`src/rtl/board_draw_scheduler.sv`:
```
// board_draw_scheduler: shares the VGA pixel port between the grid and
// selector drawers, redrawing dirty cells of the 4x4 board lowest-first.
module board_draw_scheduler #(
    parameter logic [7:0] X0         = 8'd31,
    parameter logic [6:0] Y0         = 7'd11,
    parameter logic [7:0] CELL       = 8'd25,
    parameter logic [2:0] SEL_COLOUR = 3'b100,
    parameter logic [9:0] TIMEOUT    = 10'd1023
) (
    input  logic        clk,
    input  logic        reset,
    input  logic [31:0] cell_state,
    input  logic        mark_valid,
    input  logic [3:0]  mark_cell,
    input  logic        redraw_all,
    input  logic        sel_move,
    input  logic [3:0]  sel_cell,
    output logic        grid_draw,
    output logic [7:0]  grid_x,
    output logic [6:0]  grid_y,
    output logic [2:0]  grid_bg,
    output logic [2:0]  grid_fg,
    input  logic        grid_done,
    input  logic [7:0]  grid_px_x,
    input  logic [6:0]  grid_px_y,
    input  logic [2:0]  grid_px_colour,
    output logic        sel_draw,
    output logic [7:0]  sel_x,
    output logic [6:0]  sel_y,
    output logic [2:0]  sel_colour,
    input  logic        sel_done,
    input  logic [7:0]  sel_px_x,
    input  logic [6:0]  sel_px_y,
    input  logic [2:0]  sel_px_colour,
    output logic [7:0]  x,
    output logic [6:0]  y,
    output logic [2:0]  colour,
    output logic        plot,
    output logic        busy,
    output logic        timeout_err
);
    typedef enum logic [2:0] {
        S_IDLE, S_PICK, S_GRID_START, S_GRID_WAIT, S_SEL_START, S_SEL_WAIT
    } state_t;

    state_t      r_state;
    logic [15:0] r_dirty;
    logic [3:0]  r_sel_q;
    logic [3:0]  r_idx;
    logic [9:0]  r_cnt;
    logic [7:0]  r_x;
    logic [6:0]  r_y;
    logic [2:0]  r_colour;
    logic        r_grid_draw;
    logic        r_sel_draw;
    logic        r_err;
    logic [7:0]  r_grid_x;
    logic [6:0]  r_grid_y;
    logic [2:0]  r_grid_bg;
    logic [2:0]  r_grid_fg;
    logic [7:0]  r_sel_x;
    logic [6:0]  r_sel_y;
    logic [2:0]  r_sel_colour;

    logic [15:0] w_set;
    logic [15:0] w_clr;
    logic [3:0]  w_low;
    logic [1:0]  w_row;
    logic [1:0]  w_col;
    logic [7:0]  w_ox;
    logic [6:0]  w_oy;
    logic [2:0]  w_bg;
    logic [2:0]  w_fg;
    logic [1:0]  w_cs;
    logic        w_gwait;
    logic        w_swait;

    always_comb begin
        w_set = '0;
        if (mark_valid) w_set[mark_cell] = 1'b1;
        if (sel_move) begin
            w_set[r_sel_q]  = 1'b1;
            w_set[sel_cell] = 1'b1;
        end
        if (redraw_all) w_set = '1;
    end

    always_comb begin
        w_low = '0;
        for (int i = 15; i >= 0; i--)
            if (r_dirty[i]) w_low = 4'(i);
    end

    assign w_row = w_low[3:2];
    assign w_col = w_low[1:0];
    assign w_ox  = X0 + CELL * 8'(w_col);
    assign w_oy  = Y0 + 7'(CELL * 8'(w_row));
    assign w_bg  = (w_row[0] ^ w_col[0]) ? 3'b111 : 3'b000;
    assign w_cs  = cell_state[{w_low, 1'b0} +: 2];
    assign w_clr = (r_state == S_PICK) ? (16'd1 << w_low) : 16'd0;

    always_comb begin
        case (w_cs)
            2'b01:   w_fg = 3'b001;
            2'b10:   w_fg = 3'b110;
            default: w_fg = w_bg;
        endcase
    end

    assign w_gwait = (r_state == S_GRID_WAIT);
    assign w_swait = (r_state == S_SEL_WAIT);

    // Pixels pass straight through while a drawer owns the port.
    assign plot   = (w_gwait & ~grid_done) | (w_swait & ~sel_done);
    assign x      = w_gwait ? grid_px_x : (w_swait ? sel_px_x : r_x);
    assign y      = w_gwait ? grid_px_y : (w_swait ? sel_px_y : r_y);
    assign colour = w_gwait ? grid_px_colour :
                    (w_swait ? sel_px_colour : r_colour);

    assign busy        = (r_state != S_IDLE) | (|r_dirty);
    assign grid_draw   = r_grid_draw;
    assign sel_draw    = r_sel_draw;
    assign timeout_err = r_err;
    assign grid_x      = r_grid_x;
    assign grid_y      = r_grid_y;
    assign grid_bg     = r_grid_bg;
    assign grid_fg     = r_grid_fg;
    assign sel_x       = r_sel_x;
    assign sel_y       = r_sel_y;
    assign sel_colour  = r_sel_colour;

    always_ff @(posedge clk or posedge reset) begin
        if (reset) begin
            r_state      <= S_IDLE;
            r_dirty      <= 16'hFFFF;
            r_sel_q      <= '0;
            r_idx        <= '0;
            r_cnt        <= '0;
            r_x          <= '0;
            r_y          <= '0;
            r_colour     <= '0;
            r_grid_draw  <= 1'b0;
            r_sel_draw   <= 1'b0;
            r_err        <= 1'b0;
            r_grid_x     <= '0;
            r_grid_y     <= '0;
            r_grid_bg    <= '0;
            r_grid_fg    <= '0;
            r_sel_x      <= '0;
            r_sel_y      <= '0;
            r_sel_colour <= '0;
        end else begin
            r_dirty     <= (r_dirty & ~w_clr) | w_set;
            r_grid_draw <= 1'b0;
            r_sel_draw  <= 1'b0;
            if (sel_move) r_sel_q <= sel_cell;
            if (w_gwait | w_swait) begin
                r_x      <= x;
                r_y      <= y;
                r_colour <= colour;
            end
            case (r_state)
                S_IDLE: begin
                    if (|(r_dirty | w_set)) r_state <= S_PICK;
                end
                S_PICK: begin
                    r_idx       <= w_low;
                    r_grid_x    <= w_ox;
                    r_grid_y    <= w_oy;
                    r_grid_bg   <= w_bg;
                    r_grid_fg   <= w_fg;
                    r_grid_draw <= 1'b1;
                    r_state     <= S_GRID_START;
                end
                S_GRID_START: begin
                    r_cnt   <= '0;
                    r_state <= S_GRID_WAIT;
                end
                S_GRID_WAIT: begin
                    if (grid_done) begin
                        if (r_idx == r_sel_q) begin
                            r_sel_x      <= r_grid_x;
                            r_sel_y      <= r_grid_y;
                            r_sel_colour <= SEL_COLOUR;
                            r_sel_draw   <= 1'b1;
                            r_state      <= S_SEL_START;
                        end else begin
                            r_state <= S_IDLE;
                        end
                    end else if (r_cnt == TIMEOUT - 10'd1) begin
                        r_err   <= 1'b1;
                        r_state <= S_IDLE;
                    end else begin
                        r_cnt <= r_cnt + 10'd1;
                    end
                end
                S_SEL_START: begin
                    r_cnt   <= '0;
                    r_state <= S_SEL_WAIT;
                end
                S_SEL_WAIT: begin
                    if (sel_done) begin
                        r_state <= S_IDLE;
                    end else if (r_cnt == TIMEOUT - 10'd1) begin
                        r_err   <= 1'b1;
                        r_state <= S_IDLE;
                    end else begin
                        r_cnt <= r_cnt + 10'd1;
                    end
                end
                default: r_state <= S_IDLE;
            endcase
        end
    end
endmodule

```
`config.mk`:
```
export PLATFORM = sky130hd
export DESIGN_NAME = board_draw_scheduler
export DESIGN_NICKNAME = d
export VERILOG_FILES = /design/src/rtl/board_draw_scheduler.sv
export SDC_FILE = /design/constraint.sdc
export NUM_CORES = 1
export LEC_CHECK = 0
export ABC_AREA = 1
export ABC_CLOCK_PERIOD_IN_PS = 4000
export CELL_PAD_IN_SITES_DETAIL_PLACEMENT = 2
export CELL_PAD_IN_SITES_GLOBAL_PLACEMENT = 2
export CORE_UTILIZATION = 27
export DETAILED_ROUTE_END_ITERATION = 7
export HOLD_SLACK_MARGIN = 0.05
export PLACE_DENSITY = 0.82
export SLEW_MARGIN = 20
export SYNTH_ARGS = -nofsm -noshare
export SYNTH_HDL_FRONTEND = slang
export SYNTH_SLANG_ARGS = --single-unit
```
`constraint.sdc`:
```
create_clock -name clk -period 4 [get_ports clk]
set_input_delay 1.2 -clock clk [delete_from_list [all_inputs] [get_ports clk]]
set_output_delay 1.2 -clock clk [all_outputs]
set_load 0.02 [all_outputs]
```
After elaboration in Yosys (flattened, before gate mapping)
Cells that the tools add are included.
{ "totals": {"register_bits": 95, "input_bits": 83, "output_inout_bits": 62, "elab_cells": 122} }
{ "classes": {"addsub": 3, "n_mul": 2, "n_lt_le_gt_ge": 6, "eq_ne": 12, "n_shift": 2, "muxes": 52, "n_bitwise": 14, "reduce_logical": 13} }
{ "op_table": {"columns": ["cell", "n"], "rows": [
  ["16-bit two-way mux", 4],
  ["4-bit two-way mux", 16],
  ["16-bit bitwise OR", 4],
  ["16-bit OR reduction", 2],
  ["32-bit by 6-bit indexed part select with 2-bit output", 1],
  ["10-bit two-way mux", 3],
  ["10-bit case mux with 3 select lines", 1],
  ["3-bit two-way mux", 8],
  ["3-bit case mux with 6 select lines", 1],
  ["16-bit AND", 1],
  ["8-bit two-way mux", 2],
  ["16-bit inverter", 1],
  ["1-bit by 4-bit << shifter with 16-bit output, first input constant", 1],
  ["4-bit by 5-bit less-than comparator with 1-bit output, second input constant", 3],
  ["5-bit by 2-bit multiplier with 7-bit output, first input constant", 2],
  ["7-bit two-way mux", 2],
  ["1-bit demux with 4-bit select", 3],
  ["4-bit by 1-bit greater-or-equal comparator with 1-bit output, second input constant", 3],
  ["10-bit by 1-bit adder with 10-bit output, second input constant", 1],
  ["10-bit equality test, second input constant", 1],
  ["1-bit two-way mux", 10],
  ["3-bit AND reduction", 3],
  ["5-bit by 7-bit adder with 8-bit output, first input constant", 1],
  ["4-bit by 7-bit adder with 7-bit output, first input constant", 1],
  ["18 further kinds", 29]
]} }

Longest topological paths before layout
{ "depth": {"word_depth": 21, "ltp_mapped": 27, "ltp_nobuf": 26} }

Worst setup path before layout
Ideal clock, no wire load.
{ "synth_timing": {"path_kind": "register to output", "start": "register r_state[2]", "end": "output port colour[0]", "arrival_ps": 1637, "required_time_ps": 2800, "setup_slack_ps": 1163, "stages_incl_launch_ff": 9, "path_buffers": 3, "path_cell_list": "dfrtp_1 -> inv_1 -> nor3_1 -> buf_2 -> inv_1 -> buf_2 -> buf_2 -> nand3_1 -> nand3_1"} }
{ "synth_via": {"elab_chain_len": 3, "elab_cells_between_ends": 4, "classes_between": "eq/ne: 2; mux: 2"} }
{ "synth_lines": {"columns": ["item", "line_no", "rtl"], "rows": [
  ["start: declaration", "46", "state_t r_state;"],
  ["start signal: assignment", "134", "r_state <= S_IDLE;"],
  ["start signal: assignment", "164", "if (|(r_dirty | w_set)) r_state <= S_PICK;"],
  ["start signal: assignment", "173", "r_state <= S_GRID_START;"],
  ["3-bit equality test", "111", "assign w_swait = (r_state == S_SEL_WAIT);"],
  ["3-bit two-way mux", "118", "(w_swait ? sel_px_colour : r_colour);"],
  ["3-bit two-way mux (*)", "117", "assign colour = w_gwait ? grid_px_colour :"],
  ["end: declaration", "37", "output logic [2:0] colour,"]
]} }
Mark *: on every way between the ends. The rest lies on a longest branch, timed or not.

Final worst setup path
{ "layout_timing": {"start": "input port sel_done", "end": "output port plot"} }
{ "layout_via": {"elab_chain_len": 3} }
{ "layout_lines": {"columns": ["item", "line_no", "rtl"], "rows": [
  ["start: declaration", "31", "input logic sel_done,"],
  ["1-bit inverter", "114", "assign plot = (w_gwait & ~grid_done) | (w_swait & ~sel_done);"],
  ["1-bit AND", "114", null],
  ["1-bit bitwise OR", "114", null],
  ["end: declaration", "38", "output logic plot,"]
]} }
Every way passes these cells.

==> Flow_metrics.wiki <==
{| class="wikitable"
! Metric !! Value
|-
| Run status || finished, final reports clean
|-
| Final layout net count || between 900 and 1000
|-
| Largest area contributor in the synthesized netlist || dfrtp_1
|-
| Diode count || 0
|-
| Summed negative setup slack over all endpoints || 0 ns
|-
| Total of buffers placed on input and output ports || between 100 and 150
|-
| Global-route congestion overflow total || 0
|-
| Hold-fix buffer count after cts || 0
|-
| Htree depth || 3
|-
| Hold wc startpoint || sel_colour[2]
|-
| Clock tree buffer depth || 2
|-
| Resized cells post-CTS || 0
|-
| Final weighted congestion in routability-driven placement || between 0.8 and 0.9
|-
| Minimum clock period || between 3 and 4 ns
|-
| Clk_lat worst skew || about 0.35 ns
|-
| Cells after Synth || around 710
|-
| Worst voltage drop across the vdd grid || between 0.15 and 0.2 mV
|-
| Register bit total from synthesis || just under 90
|-
| Wire length of the first global-routing pass || a little over 30000 µm
|-
| Wire length after detailed routing || 18510 µm
|-
| Total routing resource utilization after global routing || 19.20%
|-
| Comb power frac || between 40% and 50%
|-
| DRC violation count after routing || 0
|-
| Top Family by Delay on Critical Path || buffers and inverters
|-
| Post-Syn Area per Cell || ~7.4 µm²
|-
| Worst setup EP type || output pin
|-
| Total buffers and inverters traversed by the critical path || 3
|-
| Path category of the worst min-delay check || reg -> reg
|-
| Hold Path Cell Cnt || 1
|-
| Switching share of power || 41.17%
|-
| Instance area at placement || roughly 7000 µm²
|-
| Sink Count || between 80 and 90
|-
| Portion of the clock cycle consumed by the worst path in the final layout || 96.04%
|-
| CTS buffer count || 9
|-
| Final hold viol count || 0
|-
| Worst Max-Slew Pin Slew || between 0.7 and 0.8 ns
|-
| Vias per inst || 4.786
|-
| # Post-CTS Setup Buffers || 0
|-
| Yosys warning total || 0
|-
| Setup repair after global routing missed its margin || no
|-
| End of the worst hold path || sel_colour[2]
|-
| Final number of setup-violating endpoints || 0
|-
| Total non-filler cell area in the finished layout || a little over 7000 µm²
|-
| Maximum number of pins on one net before global-route repair || 52
|-
| Portion of synthesized cell area occupied by the leading cell type || between 30% and 40%
|-
| Cell internal power dissipation || 2412 µW
|-
| Destination of the worst register-to-register timing path || grid_fg[1]
|-
| Leakage power || around 0.0033 µW
|-
| Area growth from synthesis to final layout || 36.86%
|-
| CTS root buf || clkbuf_16
|-
| Crit path max-delay cell type || clkdlybuf4s50_1
|-
| Fillers || around 2200
|-
| Post-synthesis sequential area ratio || 41.89%
|-
| Max-cap viol count || 0
|-
| Number of flops mapped to enable cells by yosys || 0
|-
| Area of the core || around 19000 µm²
|-
| Cells on worst reg2reg path || 25
|-
| Prevailing post-synth register cell || dfrtp_1
|-
| P_sw || 1688 µW
|-
| Pwr Density || 564.7 nW/µm²
|-
| Maximum frequency from static timing analysis || 260.3 MHz
|-
| Share of total power in sequential cells || a little under a third
|-
| Setup slack on the worst flop-to-flop path || 1.00 ns
|-
| Data required time at the worst endpoint || ~2.8 ns
|-
| Number of antenna violations at the first check in global routing || 0
|-
| Worst Setup SP || sel_done
|-
| Iter 0 DRT Violations || 178
|-
| Worst r2r src || r_dirty[13]
|-
| Max stage delay on crit path || 0.56 ns
|-
| Portion of total power attributed to the clock network || about a fifth
|-
| Final Skew || 0.008495 ns
|-
| Cell type with the highest occurrence count on the critical path || clkdlybuf4s50_1
|-
| Number of distinct library cells after synthesis || between 40 and 50
|-
| Sort of element at the start of the critical path || input port
|-
| Clk slew on worst S/H paths || around 0.060 ns
|-
| Highest net fanout along the worst path || 3
|-
| Per-cell routed wire length || 16.62 µm
|-
| Starting Density || ~28%
|-
| Leading cell types in the layout, fill and taps excluded || nand2_1, clkdlybuf4s50_1, nand3_1, inv_1, dfrtp_1
|-
| Ordered cell list for the critical path || clkdlybuf4s50_1 -> nor2_1 -> a21oi_1 -> inv_1 -> clkdlybuf4s50_1
|-
| Post-synthesis async set-or-reset flop share || 100.0%
|-
| Row count || 50
|-
| Half-perimeter wire length after placement || approximately 14000 µm
|-
| Horizontal die dimension || 142.2 µm
|-
| First-pass iteration count of the detailed router || 4
|-
| Most common library cell in the layout ignoring fill and taps || nand2_1
|-
| Path type of the worst setup path || in -> out
|-
| Cell Area, Synth || ~5300 µm²
|-
| Main area contributors after synthesis || dfrtp_1, nand2_1, nand3_1
|-
| Proportion of layout cells with a drive suffix above 1 || 7.963%
|-
| Headroom to the max-slew limit || between 40 and 50%
|-
| Data arrival, critical path || roughly 2.6 ns
|-
| Antenna Nets Post-Route || 0
|-
| Die height || approximately 140 µm
|-
| Die area || 20210 µm²
|-
| Clock tree from TritonCTS || done
|-
| Number of slew-limit violations in the final report || 0
|-
| I/O pin count || roughly 150
|-
| Vias || around 5300
|-
| Via count of the first global-routing pass || 5699
|}
-- Yosys cell counts (all sizes together) (3+ instances only) --
| cell type | count |
|---|---|
| nand2 | 206 |
| nand3 | 109 |
| inv | 86 |
| dfrtp | 72 |
| o21ai | 51 |
| nor2 | 42 |
| a21oi | 22 |
| buf | 19 |
| dfstp | 16 |
| ha | 16 |
| nor3 | 12 |
| clkbuf | 10 |
| nor4 | 7 |
| nand3b | 5 |
| nand4 | 5 |
| xor2 | 5 |
| a211oi | 4 |
| clkinv | 3 |
| o22ai | 3 |
-- cell families after synthesis --
logic type	count (synthesis)	synth area share, %
compound gates	93	9.976
xor+xnor	7	1.297
fa+ha+maj	16	3.774
buf+inv	118	9.646
flops	88	41.89
other cells	1	0.07069
simple gates	391	33.35
-- worst reg2reg max path, delay by kind of cell, from the launching register on --
family | cells | cell delay [ns]
and+or+nand+nor | 19 | 1.63
DFF | 1 | 0.54
adders and majority gates | 1 | 0.29
AOI/OAI and AO/OA | 2 | 0.25
buffers and inverters | 3 | 0.19
-- stage by stage --
step	utilization [%]	hold WS, ns	instances	setup WS, ns	total power, µW
6_report	38.30	0.4696	1114	0.1583	4100
3_3_place_gp	36.74	0.4564	1098	0.2227	3192
2_1_floorplan	-	0.4444	717	0.5479	2406
5_1_grt	38.30	0.5013	1114	0.08907	4367
3_5_place_dp	36.74	0.4566	1098	0.1518	3265
4_1_cts	38.30	0.4726	1114	0.1523	4152
-- power groups by stage --
stage                     Clock [µW]  Combinational (µW)  Sequential (µW)
after global routing             908                2170             1290
after global placement             0                1930             1260
after CTS                        875                2010             1260
after detailed placement           0                1990             1280
after floorplan                    0                1050             1350
final                            858                1980             1260
-- sequential cells by signal, summed over array words and instances (netlist names) --
| name | count |
|---|---|
| grid_bg | 1 |
| grid_draw | 1 |
| grid_fg | 2 |
| grid_x | 7 |
| grid_y | 6 |
| r_cnt | 10 |
| r_colour | 3 |
| r_dirty | 16 |
| r_idx | 4 |
| r_sel_q | 4 |
| r_state | 3 |
| r_x | 8 |
| r_y | 7 |
| sel_colour | 1 |
| sel_draw | 1 |
| sel_x | 7 |
| sel_y | 6 |
| timeout_err | 1 |
-- layout make-up --
class	count	area [µm²]	share of cell area, %
Clock buffer	10	229.0	3.154
Clock inverter	6	67.56	0.9306
Inverter	89	340.3	4.687
Multi-Input combinational cell	511	2587	35.64
Sequential cell	88	2222	30.60
Tap cell	260	325.3	4.480
Timing Repair Buffer	150	1489	20.51
-- routing by layer --
| layer | global-route usage (%) | vias to the layer above | part of all wire, % |
|---|---|---|---|
| met4 | 5.320 | 0 | 1.4 |
| met2 | 34.13 | 85 | 51 |
| met3 | 2.120 | 20 | 2.5 |
| li1 | - | 2592 | - |
| met5 | 0 | - | 0 |
| met1 | 24.45 | 2635 | 46 |
-- worst max path at each step --
| stage | endpoint | slack, ns | cells after the start |
|---|---|---|---|
| finish | plot | 0.16 | 5 |
| global route | plot | 0.09 | 5 |
| CTS | plot | 0.15 | 5 |
| detailed placement | plot | 0.15 | 5 |
| global placement | plot | 0.22 | 5 |
| floorplan | grid_bg[1] | 0.55 | 1 |
(Power assumes the default switching activity.)
